--- src/rtl/rps_pkg.sv ---
// Shared constants, state encoding and the round-judging rule for the rock-paper-scissors
// round sequencer.
package rps_pkg;

  localparam logic [2:0] ROCK     = 3'b100;
  localparam logic [2:0] PAPER    = 3'b010;
  localparam logic [2:0] SCISSORS = 3'b001;

  localparam logic [1:0] RES_TIE  = 2'b00;
  localparam logic [1:0] RES_COMP = 2'b01;
  localparam logic [1:0] RES_USER = 2'b10;

  typedef enum logic [2:0] {
    IDLE      = 3'd0,
    WAIT_MOVE = 3'd1,
    JUDGE     = 3'd2,
    SHOW      = 3'd3,
    DONE      = 3'd4
  } state_e;

  function automatic logic is_move(input logic [2:0] m);
    return (m == ROCK) || (m == PAPER) || (m == SCISSORS);
  endfunction

  // Residue 0/1/2 of the LFSR value picks rock/paper/scissors.
  function automatic logic [2:0] move_from_lfsr(input logic [7:0] v);
    logic [7:0] r;
    r = v % 8'd3;
    case (r)
      8'd0:    return ROCK;
      8'd1:    return PAPER;
      default: return SCISSORS;
    endcase
  endfunction

  function automatic logic [1:0] judge(input logic [2:0] user, input logic [2:0] comp);
    if (user == comp) begin
      return RES_TIE;
    end
    if ((user == ROCK && comp == SCISSORS) || (user == PAPER && comp == ROCK) ||
        (user == SCISSORS && comp == PAPER)) begin
      return RES_USER;
    end
    return RES_COMP;
  endfunction

endpackage

--- src/rtl/rps_tick_gen.sv ---
// Free-running divider producing a single-cycle enable pulse every TICK_DIV clock cycles.
module rps_tick_gen #(
  parameter int unsigned TICK_DIV = 25000000
) (
  input  logic CLK,
  input  logic RST_N,
  output logic tick
);

  localparam int unsigned CntW = $clog2(TICK_DIV);
  localparam logic [CntW-1:0] CntMax = CntW'(TICK_DIV - 1);

  logic [CntW-1:0] cnt_q, cnt_d;

  always_comb begin
    cnt_d = (cnt_q == CntMax) ? '0 : cnt_q + CntW'(1);
  end

  always_ff @(posedge CLK or negedge RST_N) begin
    if (!RST_N) begin
      cnt_q <= '0;
    end else begin
      cnt_q <= cnt_d;
    end
  end

  assign tick = (cnt_q == CntMax);

endmodule

--- src/rtl/rps_round_ctrl.sv ---
// Rock-paper-scissors round sequencer: arms on start, judges one move against an LFSR draw,
// keeps saturating scores and declares the match. Optional move timeout: RPS_MOVE_TIMEOUT_EN.
module rps_round_ctrl
  import rps_pkg::*;
#(
  parameter int unsigned TICK_DIV      = 25000000,
  parameter int unsigned SHOW_TICKS    = 4,
  parameter int unsigned WIN_SCORE     = 7,
  parameter int unsigned TIMEOUT_TICKS = 10
) (
  input  logic       CLK,
  input  logic       RST_N,
  input  logic       start,
  input  logic [2:0] user_move,
  input  logic       user_valid,
  output logic [2:0] comp_move,
  output logic [1:0] result,
  output logic [2:0] user_score,
  output logic [2:0] comp_score,
  output logic       beep,
  output logic       match_over,
  output logic       winner,
  output logic       busy
);

  if (TICK_DIV < 2 || SHOW_TICKS < 1 || WIN_SCORE < 1 || WIN_SCORE > 7 ||
      TIMEOUT_TICKS < 1) begin : g_param_check
    $error("rps_round_ctrl: illegal parameter value");
  end

  localparam logic [2:0] WinScore = 3'(WIN_SCORE);
  localparam int unsigned ShowW = $clog2(SHOW_TICKS + 1);
  localparam logic [ShowW-1:0] ShowLast = ShowW'(SHOW_TICKS - 1);

  function automatic logic [2:0] sat_inc(input logic [2:0] s);
    return (s < WinScore) ? s + 3'd1 : s;
  endfunction

  logic tick;

  rps_tick_gen #(
    .TICK_DIV (TICK_DIV)
  ) u_tick_gen (
    .CLK   (CLK),
    .RST_N (RST_N),
    .tick  (tick)
  );

  state_e           state_q, state_d;
  logic             start_q;
  logic [7:0]       lfsr_q, lfsr_d;
  logic [2:0]       user_move_q, user_move_d;
  logic [2:0]       comp_move_q, comp_move_d;
  logic [1:0]       result_q, result_d;
  logic [2:0]       user_score_q, user_score_d;
  logic [2:0]       comp_score_q, comp_score_d;
  logic             match_over_q, match_over_d;
  logic             winner_q, winner_d;
  logic [ShowW-1:0] show_cnt_q, show_cnt_d;
  logic             start_rise;
  logic             move_ok;

`ifdef RPS_MOVE_TIMEOUT_EN
  localparam int unsigned WaitW = $clog2(TIMEOUT_TICKS + 1);
  localparam logic [WaitW-1:0] WaitLast = WaitW'(TIMEOUT_TICKS - 1);
  logic [WaitW-1:0] wait_cnt_q, wait_cnt_d;
`endif

  assign start_rise = start && !start_q;
  assign move_ok    = user_valid && is_move(user_move);

  // x^8+x^6+x^5+x^4+1; a nonzero seed keeps it off the all-zero lockup state.
  assign lfsr_d = {lfsr_q[6:0], lfsr_q[7] ^ lfsr_q[5] ^ lfsr_q[4] ^ lfsr_q[3]};

  always_comb begin
    state_d      = state_q;
    user_move_d  = user_move_q;
    comp_move_d  = comp_move_q;
    result_d     = result_q;
    user_score_d = user_score_q;
    comp_score_d = comp_score_q;
    match_over_d = match_over_q;
    winner_d     = winner_q;
    show_cnt_d   = show_cnt_q;
`ifdef RPS_MOVE_TIMEOUT_EN
    wait_cnt_d   = (state_q == WAIT_MOVE) ? wait_cnt_q : '0;
`endif

    unique case (state_q)
      IDLE: begin
        if (start_rise) begin
          state_d = WAIT_MOVE;
        end
      end
      WAIT_MOVE: begin
        if (move_ok) begin
          user_move_d = user_move;
          comp_move_d = move_from_lfsr(lfsr_q);
          state_d     = JUDGE;
        end
`ifdef RPS_MOVE_TIMEOUT_EN
        else if (tick) begin
          if (wait_cnt_q == WaitLast) begin
            comp_move_d  = '0;
            result_d     = RES_COMP;
            comp_score_d = sat_inc(comp_score_q);
            show_cnt_d   = '0;
            state_d      = SHOW;
          end else begin
            wait_cnt_d = wait_cnt_q + WaitW'(1);
          end
        end
`endif
      end
      JUDGE: begin
        result_d = judge(user_move_q, comp_move_q);
        if (result_d == RES_USER) begin
          user_score_d = sat_inc(user_score_q);
        end else if (result_d == RES_COMP) begin
          comp_score_d = sat_inc(comp_score_q);
        end
        show_cnt_d = '0;
        state_d    = SHOW;
      end
      SHOW: begin
        if (tick) begin
          if (show_cnt_q == ShowLast) begin
            if (user_score_q == WinScore || comp_score_q == WinScore) begin
              match_over_d = 1'b1;
              winner_d     = (user_score_q == WinScore);
              state_d      = DONE;
            end else begin
              state_d = IDLE;
            end
          end else begin
            show_cnt_d = show_cnt_q + ShowW'(1);
          end
        end
      end
      DONE: begin
        if (start_rise) begin
          user_score_d = '0;
          comp_score_d = '0;
          result_d     = RES_TIE;
          comp_move_d  = '0;
          match_over_d = 1'b0;
          winner_d     = 1'b0;
          state_d      = WAIT_MOVE;
        end
      end
      default: begin
        state_d = IDLE;
      end
    endcase
  end

  always_ff @(posedge CLK or negedge RST_N) begin
    if (!RST_N) begin
      state_q      <= IDLE;
      start_q      <= 1'b0;
      lfsr_q       <= 8'h01;
      user_move_q  <= '0;
      comp_move_q  <= '0;
      result_q     <= RES_TIE;
      user_score_q <= '0;
      comp_score_q <= '0;
      match_over_q <= 1'b0;
      winner_q     <= 1'b0;
      show_cnt_q   <= '0;
    end else begin
      state_q      <= state_d;
      start_q      <= start;
      lfsr_q       <= lfsr_d;
      user_move_q  <= user_move_d;
      comp_move_q  <= comp_move_d;
      result_q     <= result_d;
      user_score_q <= user_score_d;
      comp_score_q <= comp_score_d;
      match_over_q <= match_over_d;
      winner_q     <= winner_d;
      show_cnt_q   <= show_cnt_d;
    end
  end

`ifdef RPS_MOVE_TIMEOUT_EN
  always_ff @(posedge CLK or negedge RST_N) begin
    if (!RST_N) begin
      wait_cnt_q <= '0;
    end else begin
      wait_cnt_q <= wait_cnt_d;
    end
  end
`endif

  assign comp_move  = comp_move_q;
  assign result     = result_q;
  assign user_score = user_score_q;
  assign comp_score = comp_score_q;
  assign match_over = match_over_q;
  assign winner     = winner_q;
  assign busy       = (state_q != IDLE) && (state_q != DONE);
  assign beep       = (state_q == SHOW) && (result_q == RES_USER);

endmodule

--- config.mk ---
export PLATFORM = sky130hd
export DESIGN_NAME = rps_round_ctrl
export DESIGN_NICKNAME = d
export VERILOG_FILES = /design/src/rtl/rps_pkg.sv /design/src/rtl/rps_tick_gen.sv /design/src/rtl/rps_round_ctrl.sv
export SDC_FILE = /design/constraint.sdc
export NUM_CORES = 1
export LEC_CHECK = 0
export BUFFER_PORTS_ARGS = -buffer_cell sky130_fd_sc_hd__buf_2
export CAP_MARGIN = 20
export CORE_ASPECT_RATIO = 2
export CORE_MARGIN = 1
export CORE_UTILIZATION = 55
export CTS_BUF_LIST = sky130_fd_sc_hd__clkbuf_16
export DETAILED_ROUTE_END_ITERATION = 6
export GPL_ROUTABILITY_DRIVEN = 0
export PLACE_DENSITY_LB_ADDON = 0.1
export SYNTH_ARGS = -nofsm -noshare
export SYNTH_HDL_FRONTEND = slang
export SYNTH_SLANG_ARGS = --single-unit
--- constraint.sdc ---
create_clock -name CLK -period 4.2 [get_ports CLK]
set_input_delay 0 -clock CLK [delete_from_list [all_inputs] [get_ports CLK]]
set_output_delay 0 -clock CLK [all_outputs]
set_load 0.02 [all_outputs]
==> metrics.md, run 1 <==
| Metric | Value |
|---|---|
| Clock Sink Count | `56` |
| Post-layout min period | `3.82 ns` |
| Post-DP HPWL | `4470 um` |
| Cell Rows | `37` |
| Antenna-violating nets left | `0` |
| Initial Util | `0.579` |
| WS Path Type | `flop to flop` |
| Buf+Inv Stages, Crit Path | `2` |
| Vias in the first global route | `2378` |
| Hold path depth | `4` |
| Worst Path Required | `4.39 ns` |
| Worst R2R Start | `lfsr_q[2]$_DFF_PN0_` |
| Layout Nets | `363` |
| Most common cell after layout, fill and taps aside | `dfrtp_1` |
| Crit Path Max Fanout | `13` |
| Die span in y | `107 um` |
| GR Util All Layers | `0.245` |
| DRC Markers | `0` |
| Skew final | `0.00391 ns` |
| Reg clk slew, reported paths | `0.07 ns` |
| Top Ports | `22` |
| Synthesized Nets | `335` |
| RSZ-0062 raised after global routing | `false` |
| CP Cell Sequence | `or4b_1, a21oi_1, o22a_1, nor3_2, inv_1, ha_1, a221oi_4, o211ai_1, o21ai_0, ha_1, inv_1, o32a_1, o32a_1, nor2b_1` |
| FF+latch count, synth | `56` |
| Syn_area_per_cell | `9.50 um^2` |
| Latest clock arrival within the worst-skew pair | `0.30 ns` |
| Clock tree buffer depth | `2` |
| Asr flop ratio synth | `1.00` |
| Hold endpoint | `state_q[1]$_DFFE_PN0P_` |
| Power per standard cell area | `400 nW/um^2` |
| Fin Setup TNS | `0 ns` |
| Ant. Diodes | `0` |
| # fillers | `442` |
| Cells after Synth | `319` |
| Critical path depth | `14` |
| Post-synthesis sequential area ratio | `0.463` |
| Die Wd | `54.5 um` |
| CP Capture Type | `flop` |
| Top delay family on crit path | `compound AO/OA/AOI/OAI gates` |
| Via count | `2346` |
| First-pass GRT wire length | `10400 um` |
| Final setup fails | `0` |
| Largest net degree at the start of global routing | `57` |
| H-tree depth | `2` |
| Startpoint type of the worst setup path | `flop` |
| Max VDD drop | `468 uV` |
| Routed WL | `6120 um` |
| CP peak stage delay | `0.58 ns` |
| R2R Path End | `comp_move[0]$_DFFE_PN0P_` |
| Total Power | `1.36 mW` |
| Leak Pwr | `1.55 nW` |
| Number of synthesized flops with an enable pin | `0` |
| Synth unique cells | `50` |
| Relative slew slack | `0.536` |
| TritonRoute pass-1 iters | `4` |
| Worst hold path type | `input pin to flop` |
| Final period util | `0.909` |
| Num CTS Buffers | `5` |
| Synthesized area | `3030 um^2` |
| Final Hold Fails | `0` |
| Syn-to-layout area delta | `12.0%` |
| GRT overflow | `0` |
| Die Area | `5830 um^2` |
| DRC violation total after the first TritonRoute iteration | `49` |
| Status | `finished clean` |
| Core ar. | `5230 um^2` |
| Worst reg-to-reg path cell count | `14` |
| Share of cells above drive strength 1 | `0.112` |
| Most frequent cells in the layout | `55 x dfrtp_1, 39 x nand2_1, 31 x nor2_1` |
| Worst-Margin Slew | `0.695 ns` |
| Fmax | `0.262 GHz` |
| Port Buf Inserts | `21` |
| Max Cap Violations | `0` |
| HP Start | `user_valid` |
| Post-CTS Setup Bufs | `0` |
| Root Driver | `clkbuf_16` |
| Reg2reg setup slack | `0.38 ns` |
| Post-synth top flop | `dfrtp_1` |
| Synth Warn # | `0` |
| WL per Instance | `15.1 um` |
| Arrival @ worst endpoint | `4.01 ns` |
| Initial antenna violation count | `0` |
| Via density | `5.78` |
| Slowest cell on crit path | `dfrtp_1` |
| Fin. max-slew vios | `0` |
| CTS tree | `yes` |
state kept, by name, indices dropped and copies added (netlist names):
name              count
comp_move             3
comp_score            3
lfsr_q                8
match_over            1
result                2
show_cnt_q            3
start_q               1
state_q               3
u_tick_gen.cnt_q     25
user_move_q           3
user_score            3
winner                1
repair_timing:
action | in CTS | in global routing
setup endpoints to repair | 0 | 3
endpoints found under the hold margin | 59 | 0
gates resized for setup | 0 | 1
hold buffers | 5 | 0
synthesized netlist by cell type (6+ instances only):
cell	number	area, um^2
xor2_1	11	96.3
o21ai_0	19	95.1
nand3_1	11	55.1
inv_1	13	48.8
a31oi_1	6	37.5
nor2b_1	8	50.1
nand2_1	39	146
xnor2_1	20	175
dfrtp_1	55	1380
a21oi_1	11	55.1
ha_1	9	113
nor2_1	31	116
nand2b_1	6	37.5
nor3_1	6	30.0
and3_1	9	56.3
per-stage QoR:
step | cells | hold WS (ns) | util | setup slack [ns] | instance area [um^2]
CTS | 406 | 0.124 | 0.648 | 0.183 | 3390
global placement | 393 | 0.144 | 0.610 | 0.427 | 3190
global route | 406 | 0.160 | 0.649 | 0.0973 | 3390
detailed placement | 393 | 0.146 | 0.610 | 0.186 | 3190
finish | 406 | 0.136 | 0.649 | 0.382 | 3390
floorplan | 319 | -0.296 | - | 0.665 | 3030
how the worst max path moves through the flow:
| stage | startpoint | to | slack (ns) |
|---|---|---|---|
| floorplan | lfsr_q[2]$_DFF_PN0_ | comp_move[0]$_DFFE_PN0P_ | 0.67 |
| global placement | lfsr_q[2]$_DFF_PN0_ | comp_move[0]$_DFFE_PN0P_ | 0.43 |
| detailed placement | lfsr_q[2]$_DFF_PN0_ | comp_move[0]$_DFFE_PN0P_ | 0.19 |
| CTS | lfsr_q[2]$_DFF_PN0_ | comp_move[0]$_DFFE_PN0P_ | 0.18 |
| global route | lfsr_q[2]$_DFF_PN0_ | comp_move[0]$_DFFE_PN0P_ | 0.1 |
| finish | lfsr_q[2]$_DFF_PN0_ | comp_move[0]$_DFFE_PN0P_ | 0.38 |
power breakdown:
part | total (mW) | internal [mW] | switching [mW]
sequential | 0.663 | 0.594 | 0.0693
clock | 0.423 | 0.224 | 0.199
combinational | 0.271 | 0.111 | 0.160
total | 1.36 | 0.929 | 0.429
worst min-delay path, delay by kind of cell:
| kind | cells | cell delay, ns |
|---|---|---|
| compound gates | 2 | 0.16 |
| buf+inv | 1 | 0.10 |
| simple gates | 1 | 0.14 |
routing by layer:
layer  up-vias  part of all wire  global-route usage
met5         -                 0                   0
li1       1173                 -                   -
met2        32              0.55               0.429
met1      1131              0.40               0.267
met4         0             0.022               0.106
met3        10             0.026              0.0525
cell type report:
type                    instances  area (um^2)  area share
clock buffers                   5          125      0.0369
clock inverters                 3         22.5     0.00664
inverters                      13         48.8      0.0144
multi-input cells             243         1550       0.457
flip-flops and latches         56         1400       0.413
well taps                      58         72.6      0.0214
repair buffers                 28          170      0.0501
logic make-up (layout without fill, tap and decap cells):
group                      Yosys count  in the layout  share of synthesized area
xor gates and xnor gates            31             31                     0.0896
and+or+nand+nor                    133            133                      0.224
DFF                                 56             56                      0.463
adders and majority gates            9              9                     0.0372
muxes                                5              5                     0.0178
buffers and inverters               20             49                     0.0268
AOI/OAI and AO/OA                   65             65                      0.142
Note: power is estimated with default switching activity, not from simulation.
==> run 2, diff against run 1 <==
- RECOVER_POWER: default -> 25
==> run 2 against run 1 <==
- the run now ends with max-capacitance violations, max-slew violations left
- die area did not move
- total power decreased by 0.61%
- utilization is 0.41 points lower
- largest cell class unchanged
- clock-buffer cell count unchanged
- largest power group unchanged
- register-to-register slack about the same
- flip-flop and latch count did not move
- combinational power down 3%
- via count about the same
==> metrics.md, run 2 (synthesis gave the netlist of run 1 again) <==
| Metric | Value |
|---|---|
| Status | `finished with violations (was finished clean)` |
| Failing checks | `max-capacitance violations, max-slew violations` |
| Max Cap Violations | `1 (was 0)` |
| Antenna-violating nets left | `0 (unchanged)` |
| Num CTS Buffers | `5 (unchanged)` |
| Power share of the combinational group | `0.194 (was 0.200)` |
| WL per Instance | `15.1 um (about the same)` |
| RSZ-0062 raised after global routing | `false (unchanged)` |
| Syn-to-layout area delta | `11.3% (was 12.0%)` |
| Place WS | `0.186 ns (unchanged)` |
| Latest clock arrival within the worst-skew pair | `0.30 ns (about the same)` |
| Top delay family on crit path | `compound AO/OA/AOI/OAI gates (unchanged)` |
| Largest net degree at the start of global routing | `57 (unchanged)` |
| Worst Path Required | `4.39 ns (about the same)` |
| GRT overflow | `0 (unchanged)` |
| Pint | `0.919 mW (was 0.929 mW)` |
| Max VDD drop | `453 uV (was 468 uV)` |
| Vias in the first global route | `2378 (unchanged)` |
| Most frequent cells in the layout | `55 x dfrtp_1, 39 x nand2_1, 31 x nor2_1 (unchanged)` |
| Core ar. | `5230 um^2 (unchanged)` |
| Register bank with the most flops | `u_tick_gen.cnt_q (unchanged)` |
| Top Ports | `22 (unchanged)` |
| Skew final | `0.00307 ns (was 0.00391 ns)` |
| Placed cell area | `3190 um^2 (unchanged)` |
| Leak Pwr | `1.51 nW (was 1.55 nW)` |
| Fin Setup TNS | `0 ns (unchanged)` |
| Via density | `5.78 (about the same)` |
| Clock tree buffer depth | `2 (unchanged)` |
| Crit Path Max Fanout | `13 (unchanged)` |
| Layout Nets | `363 (unchanged)` |
| Port Buf Inserts | `21 (unchanged)` |
| Cell Rows | `37 (unchanged)` |
| DRC violation total after the first TritonRoute iteration | `47 (was 49)` |
| Clock share of power | `0.313 (was 0.312)` |
| Max reg flops | `25 (unchanged)` |
| Post-DP HPWL | `4470 um (unchanged)` |
| Die Area | `5830 um^2 (unchanged)` |
| Worst-Margin Slew | `2.92 ns (was 0.695 ns)` |
| Final period util | `0.909 (about the same)` |
| CP Capture Type | `flop (unchanged)` |
| Ant. Diodes | `0 (unchanged)` |
| Initial Util | `0.579 (unchanged)` |
| Most common cell after layout, fill and taps aside | `dfrtp_1 (unchanged)` |
| Hold WS | `0.137 ns (was 0.136 ns)` |
| Final setup fails | `0 (unchanged)` |
| CTS tree | `yes (unchanged)` |
| Sw frac | `0.319 (was 0.316)` |
| DRC Markers | `0 (unchanged)` |
| Clock Sink Count | `56 (unchanged)` |
| Relative slew slack | `-0.949 (was 0.536)` |
| Routed WL | `6120 um (about the same)` |
| Buf+Inv Stages, Crit Path | `2 (unchanged)` |
| CP peak stage delay | `0.58 ns (about the same)` |
| Via count | `2347 (was 2346)` |
| Final Hold Fails | `0 (unchanged)` |
| Share of cells above drive strength 1 | `0.0661 (was 0.112)` |
| Reg clk slew, reported paths | `0.07 ns (about the same)` |
| WS Path Type | `flop to flop (unchanged)` |
| CP Cell Sequence | `or4b_1, a21oi_1, o22a_1, nor3_2, inv_1, ha_1, a221oi_4, o211ai_1, o21ai_0, ha_1, inv_1, o32a_1, o32a_1, nor2b_1 (unchanged)` |
| Fmax | `0.262 GHz (about the same)` |
| Die Wd | `54.5 um (unchanged)` |
| Initial antenna violation count | `0 (unchanged)` |
| Finished Cell Area | `3370 um^2 (was 3390 um^2)` |
| Power per standard cell area | `400 nW/um^2 (about the same)` |
| Startpoint type of the worst setup path | `flop (unchanged)` |
| Arrival @ worst endpoint | `4.01 ns (about the same)` |
| Worst hold path type | `input pin to flop (unchanged)` |
| Root Driver | `clkbuf_16 (unchanged)` |
| Die span in y | `107 um (unchanged)` |
| Setup WS post-layout | `0.382 ns (about the same)` |
| P_sw | `0.430 mW (was 0.429 mW)` |
| Top Registers | `u_tick_gen.cnt_q: 25 flops, lfsr_q: 8 flops (unchanged)` |
| First-pass GRT wire length | `10400 um (unchanged)` |
| Total Power | `1.35 mW (was 1.36 mW)` |
| TritonRoute pass-1 iters | `4 (unchanged)` |
| GR Util All Layers | `0.245 (unchanged)` |
| H-tree depth | `2 (unchanged)` |
| Fin. max-slew vios | `57 (was 0)` |
| Sequential share of power | `0.493 (was 0.489)` |
| Post-layout min period | `3.82 ns (about the same)` |
| Slowest cell on crit path | `dfrtp_1 (unchanged)` |
==> run 2: changes by cell type in the layout (fill, tap and decap cells not counted) <==
cell / change
clkbuf_1: +15
dfstp_1: +1
buf_2: -14
buf_4: -1
dfstp_2: -1
==> run 2: power by group through the flow <==
stage	logic, mW	registers [mW]	clock network [mW]
after floorplan	0.154	0.696	0
after global placement	0.265	0.669	0
after detailed placement	0.270	0.674	0
after CTS	0.275	0.663	0.435
after global routing	0.303	0.673	0.449
final	0.262	0.665	0.422
==> run 2: worst min-delay path, cell delays in order <==
cell and delay (ns):
buf_2 0.10, o211ai_1 0.09, nand2b_1 0.14, a21oi_1 0.07
==> run 2: repair_timing <==
action / 4_1_cts / 5_1_grt
setup buffers: 0 / 0
endpoints found under the hold margin: 59 / 0
resized for setup: 0 / 1
hold buffers: 5 / 0
setup endpoints to repair: 0 / 3
==> run 2: metrics by stage <==
stage / cells / util
6_report: 406 / 0.645
3_3_place_gp: 393 / 0.610
4_1_cts: 406 / 0.648
3_5_place_dp: 393 / 0.610
5_1_grt: 406 / 0.645
2_1_floorplan: 319 / -
==> run 2: per-layer routing <==
metal	part of all wire	GRT usage	up-vias
li1	-	-	1172
met1	0.40	0.267	1133
met2	0.55	0.429	32
met3	0.026	0.0525	10
met4	0.022	0.106	0
met5	0	0	-
==> run 2: worst paths after layout <==
kind | from | end | slack (ns) | depth (start not counted)
max in group asynchronous | RST_N | u_tick_gen.cnt_q[1]$_DFF_PN0_ | 1.26 | 3
max reg2reg | lfsr_q[2]$_DFF_PN0_ | comp_move[0]$_DFFE_PN0P_ | 0.38 | 14
max | lfsr_q[2]$_DFF_PN0_ | comp_move[0]$_DFFE_PN0P_ | 0.38 | 14
min in group asynchronous | RST_N | u_tick_gen.cnt_q[8]$_DFF_PN0_ | 1.28 | 3
min reg2reg | u_tick_gen.cnt_q[4]$_DFF_PN0_ | u_tick_gen.cnt_q[4]$_DFF_PN0_ | 0.47 | 1
min | user_valid | state_q[1]$_DFFE_PN0P_ | 0.14 | 4
==> run 2: cell type report <==
cell class | count | area (um^2)
clock buffer | 5 | 125
clock inverter | 3 | 22.5
multi-input combinational | 243 | 1550
sequential | 56 | 1400
timing repair buffer | 28 | 149
inverter | 13 | 48.8
tap | 58 | 72.6
fill | 447 | 1860
